==> src/rtl/rob_commit.sv <==
// Dual-issue reorder buffer with in-order, two-wide commit.
// Also drives the commit side of the speculative location table (newest-mapping enables).
module rob_commit #(
   parameter int DEPTH = 16,
   parameter int TAGW  = 4
) (
   input  logic            clk,
   input  logic            rst,
   input  logic            recover,
   input  logic            stall_RNR,
   input  logic            ins1_v,
   input  logic            ins2_v,
   input  logic [4:0]      rd1l,
   input  logic [4:0]      rd2l,
   input  logic            rd1_en,
   input  logic            rd2_en,
   output logic [TAGW-1:0] tag1,
   output logic [TAGW-1:0] tag2,
   output logic            rob_full,
   input  logic            wb1_v,
   input  logic [TAGW-1:0] wb1_tag,
   input  logic            wb2_v,
   input  logic [TAGW-1:0] wb2_tag,
   output logic            com1_v,
   output logic            com2_v,
   output logic [4:0]      rd1l_c,
   output logic [4:0]      rd2l_c,
   output logic            rd1_enc,
   output logic            rd2_enc
);

   logic [DEPTH-1:0] valid;
   logic [DEPTH-1:0] done;
   logic [DEPTH-1:0] ent_rd_en;
   logic [4:0]       ent_rdl [DEPTH];

   logic [31:0]      lv;
   logic [TAGW-1:0]  ltag [32];

   logic [TAGW-1:0]  head;
   logic [TAGW-1:0]  tail;
   logic [TAGW:0]    count;

   logic [TAGW-1:0]  head_p1;
   logic [TAGW-1:0]  tail_p1;
   logic [1:0]       req;
   logic [TAGW:0]    free_cnt;
   logic             alloc;
   logic [1:0]       alloc_n;
   logic             c1;
   logic             c2;
   logic [1:0]       commit_n;
   logic [4:0]       h_rdl;
   logic [4:0]       n_rdl;
   logic             hit1;
   logic             hit2;
   logic             enc1;
   logic             enc2;

   assign head_p1  = head + TAGW'(1);
   assign tail_p1  = tail + TAGW'(1);
   assign req      = {1'b0, ins1_v} + {1'b0, ins2_v};
   assign free_cnt = (TAGW+1)'(DEPTH) - count;
   assign rob_full = {{(TAGW-1){1'b0}}, req} > free_cnt;
   assign tag1     = tail;
   assign tag2     = ins1_v ? tail_p1 : tail;

   // Commit decision and newest-mapping test, all from registered state plus this cycle's rename.
   always_comb begin
      alloc    = 1'b0;
      alloc_n  = 2'd0;
      c1       = 1'b0;
      c2       = 1'b0;
      commit_n = 2'd0;
      h_rdl    = ent_rdl[head];
      n_rdl    = ent_rdl[head_p1];
      hit1     = 1'b0;
      hit2     = 1'b0;
      enc1     = 1'b0;
      enc2     = 1'b0;

      alloc    = !stall_RNR && !recover && !rob_full;
      alloc_n  = alloc ? req : 2'd0;
      c1       = valid[head] && done[head];
      c2       = c1 && valid[head_p1] && done[head_p1];
      commit_n = {1'b0, c1} + {1'b0, c2};

      // A rename writing the same register this cycle supersedes the retiring mapping.
      hit1 = alloc && ((ins1_v && rd1_en && rd1l == h_rdl) ||
                       (ins2_v && rd2_en && rd2l == h_rdl));
      hit2 = alloc && ((ins1_v && rd1_en && rd1l == n_rdl) ||
                       (ins2_v && rd2_en && rd2l == n_rdl));

      enc2 = c2 && ent_rd_en[head_p1] && lv[n_rdl] && (ltag[n_rdl] == head_p1) && !hit2;
      enc1 = c1 && ent_rd_en[head] && lv[h_rdl] && (ltag[h_rdl] == head) && !hit1 &&
             !(c2 && ent_rd_en[head_p1] && (n_rdl == h_rdl));
   end

   // Later assignments win: commit clears override writeback, allocation overrides lv clears.
   always_ff @(posedge clk) begin
      if (rst || recover) begin
         valid   <= '0;
         done    <= '0;
         lv      <= '0;
         head    <= '0;
         tail    <= '0;
         count   <= '0;
         com1_v  <= 1'b0;
         com2_v  <= 1'b0;
         rd1l_c  <= 5'd0;
         rd2l_c  <= 5'd0;
         rd1_enc <= 1'b0;
         rd2_enc <= 1'b0;
      end else begin
         if (wb1_v && valid[wb1_tag]) done[wb1_tag] <= 1'b1;
         if (wb2_v && valid[wb2_tag]) done[wb2_tag] <= 1'b1;

         if (c1) begin
            valid[head] <= 1'b0;
            done[head]  <= 1'b0;
         end
         if (c2) begin
            valid[head_p1] <= 1'b0;
            done[head_p1]  <= 1'b0;
         end
         if (enc1) lv[h_rdl] <= 1'b0;
         if (enc2) lv[n_rdl] <= 1'b0;

         if (alloc && ins1_v) begin
            valid[tail]     <= 1'b1;
            done[tail]      <= 1'b0;
            ent_rd_en[tail] <= rd1_en;
            ent_rdl[tail]   <= rd1l;
            if (rd1_en) begin
               lv[rd1l]   <= 1'b1;
               ltag[rd1l] <= tail;
            end
         end
         if (alloc && ins2_v) begin
            valid[tag2]     <= 1'b1;
            done[tag2]      <= 1'b0;
            ent_rd_en[tag2] <= rd2_en;
            ent_rdl[tag2]   <= rd2l;
            if (rd2_en) begin
               lv[rd2l]   <= 1'b1;
               ltag[rd2l] <= tag2;
            end
         end

         head  <= head + TAGW'(commit_n);
         tail  <= tail + TAGW'(alloc_n);
         count <= count + (TAGW+1)'(alloc_n) - (TAGW+1)'(commit_n);

         com1_v  <= c1;
         com2_v  <= c2;
         rd1l_c  <= c1 ? h_rdl : 5'd0;
         rd2l_c  <= c2 ? n_rdl : 5'd0;
         rd1_enc <= enc1;
         rd2_enc <= enc2;
      end
   end

endmodule

==> config.mk <==
export PLATFORM = sky130hd
export DESIGN_NAME = rob_commit
export DESIGN_NICKNAME = d
export VERILOG_FILES = /design/src/rtl/rob_commit.sv
export SDC_FILE = /design/constraint.sdc
export NUM_CORES = 1
export LEC_CHECK = 0
export ABC_AREA = 0
export BUFFER_PORTS_ARGS = -buffer_cell sky130_fd_sc_hd__buf_2
export CORE_MARGIN = 2
export CORE_UTILIZATION = 45
export CTS_BUF_LIST = sky130_fd_sc_hd__clkbuf_16
export CTS_CLUSTER_DIAMETER = 80
export DETAILED_ROUTE_END_ITERATION = 6
export GPL_TIMING_DRIVEN = 1
export PLACE_DENSITY = 0.62
export SETUP_SLACK_MARGIN = 0.5
export SYNTH_ARGS = -nofsm -noshare
export SYNTH_HDL_FRONTEND = slang
export SYNTH_SLANG_ARGS = --single-unit
==> constraint.sdc <==
create_clock -name clk -period 5 [get_ports clk]
set_input_delay 1 -clock clk [delete_from_list [all_inputs] [get_ports clk]]
set_output_delay 1 -clock clk [all_outputs]
set_load 0.02 [all_outputs]
==> summary.txt <==
status: complete, no violations
Total GRT Usage: 0.399
most common cell after layout, fill and taps aside: nand2_1
clk sinks: 315
CP required: 5440 ps
kind of critical path: reg -> reg
worst reg-to-reg setup slack: 530 ps
worst path arrival time: 4910 ps
GR Util met3: 0.115
GP Congestion: 1.06
drt via density: 6.88
number of I/O pins: 51
most frequent cells in the layout: 274 x nand2_1, 224 x edfxtp_1, 216 x nor2_1
sequential area share after synthesis: 0.379
Warnings, synthesis: 0
share of cells above drive strength 1: 0.230
Syn Nets: 2452
drt first-iter violations: 3275
IO Port Bufs: 50
Max-Cap Viols: 0
syn avg cell area: 9.42 sq um
pwr/cell area: 236 nW/um^2
TritonCTS clock tree: done
Crit-path slowest cell: mux4_2
Post-synth ARST share: 0
global route total overflow: 0
number of remaining DRC errors: 0
Cells after Synth: 2395
WHS: 493 ps
Final min period: 4470 ps
buffer depth of the longest clock path: 3
vias in the first global route: 20600
CP Max Fanout: 50
setup_tns: 0 ps
Avg WL per Cell: 33.3 um
Die ar.: 51900 sq um
endpoints failing hold: 0
Leakage: 9.24 nW
f_max: 0.224 GHz
dpl hpwl: 75100 um
CP cell instances: buf_12 > mux4_2 > or2_4 > buf_12 > a221oi_1 > a211oi_1 > o21ai_1 > buf_4 > nand2_1 > a2111oi_4 > nand4b_1 > or2_1 > buf_4 > nor4b_1 > a211oi_1
area grow syn2layout: 16.5%
detailed-route via count: 21900
first-pass GRT wire length: 151000 um
met2 Track Usage GR: 0.559
depth of the CTS H-tree: 2
Initial Util: 0.452
met1 Usage GRT: 0.587
Core ar.: 49900 sq um
chip width: 228 um
# setup viols final: 0
Clock transition at path regs: 60 ps
synthesis-stage register bit count: 315
initial antenna violation count: 5
row cnt: 82
router iterations before antenna repair: 6
RSZ-0062 raised after global routing: true
Routed Antenna Nets: 0
Yosys cell types: 87
Num CTS Buffers: 39
Post-synth EDFFs: 224
root cell of the clock tree: clkbuf_16
slew of the pin with the lowest slew margin: 1090 ps
Peak VDD IR: 0.000256 V
Fill cells: 4591
Fin Clk Skew: 17.8 ps
Skew-Pair Late Insertion Delay: 580 ps
busiest layer in global routing: met1
largest net degree at the start of global routing: 83
crit-path max cell delay: 590 ps
DRT Wirelength: 106000 um
crit end category: flop
# nets final: 2537
Hold Path Class: reg -> reg
Die Height: 228 um
Worst setup SP type: flop
Final Slew Violations: 0
share of the clock period used by the worst path: 0.894
Post-Syn Area: 22600 sq um
Slew HR: 0.273
Post-synth top flop: edfxtp_1
==> per-layer routing <==
layer | wire [um] | vias to the layer above | part of all wire
li1 | - | 9197 | -
met1 | 44500 | 10900 | 0.42
met2 | 43300 | 1589 | 0.41
met3 | 14100 | 239 | 0.13
met4 | 3930 | 0 | 0.037
met5 | 0 | - | 0
==> cell usage after synthesis (38+ instances only) <==
cell	instances	area share
mux4_2	56	0.056
a21oi_1	101	0.022
xnor2_1	101	0.039
o21ai_0	89	0.020
inv_1	117	0.019
nand3_1	54	0.012
nand2_1	274	0.046
a211oi_1	97	0.032
a221oi_1	90	0.035
a22oi_1	38	0.013
nor3_1	40	0.0089
edfxtp_1	224	0.30
mux2_2	89	0.044
nor2_1	220	0.037
buf_2	51	0.011
clkbuf_1	117	0.019
dfxtp_1	91	0.081
mux2i_1	108	0.048
==> worst paths after layout <==
| path | start | endpoint | depth (start not counted) |
|---|---|---|---|
| max | head[1]$_SDFF_PP0_ | lv[3]$_SDFF_PP0_ | 15 |
| max reg2reg | head[1]$_SDFF_PP0_ | lv[3]$_SDFF_PP0_ | 15 |
| min | done[8]$_SDFF_PP0_ | done[8]$_SDFF_PP0_ | 2 |
| min reg2reg | done[8]$_SDFF_PP0_ | done[8]$_SDFF_PP0_ | 2 |
==> kinds of logic (layout without fill, tap and decap cells) <==
logic type      Yosys count  in the layout  share of synthesized area
buf+inv                 337            449                     0.0669
xor+xnor                108            108                     0.0419
compound gates          607            609                      0.191
simple gates            744            744                      0.153
fa+ha+maj                29             29                     0.0174
other cells               0              2                          0
mux                     255            255                      0.150
flops                   315            315                      0.379
==> power by group <==
part	switching [mW]	total, mW	internal [mW]
logic	0.368	0.552	0.184
clock network	1.22	2.84	1.62
registers	0.0130	2.80	2.79
==> metrics by stage <==
step	area, sq um	util	total power [mW]	setup WS, ps	std cells
finish	26300	0.527	6.19	528	3183
global route	26300	0.527	6.33	460	3181
CTS	25800	0.517	6.17	479	3159
detailed placement	24200	0.486	3.36	27.8	3074
global placement	24200	0.486	3.36	18.2	3074
floorplan	22600	-	3.16	523	2395
==> repair_timing <==
item / 4_1_cts / 5_1_grt
cloned: 3 / 3
buffers inserted: 12 / 19
resized for setup: 35 / 56
pin swaps: 6 / 15
endpoints found under the setup margin: 35 / 35
hold endpoints to repair: 0 / 0
hold buffers: 0 / 0
==> critical path, delay by kind of cell (launching register included) <==
family,cells,cell delay (ps)
DFF,1,420
and+or+nand+nor,5,1360
AOI/OAI and AO/OA,5,1090
buffers and inverters,4,790
muxes,1,590
==> state kept, by name (all words and copies together), names as in the netlist, 4 cells and up <==
register / cells
ent_rd_en: 16
head: 4
ent_rdl: 80
count: 5
rd1l_c: 5
rd2l_c: 5
done: 16
tag1: 4
ltag: 128
lv: 32
valid: 16
==> layout make-up <==
cell class              instances  area, sq um  share of cell area
clock buffers                  40         1000              0.0381
clock inverters                30          236             0.00900
diodes                          2         5.00            0.000190
well taps                     672          841              0.0320
inverters                     123          464              0.0177
flip-flops and latches        315         8560               0.326
repair buffers                256         2130              0.0812
multi-input cells            1745        13000               0.496
Note: power is estimated with default switching activity, not from simulation.
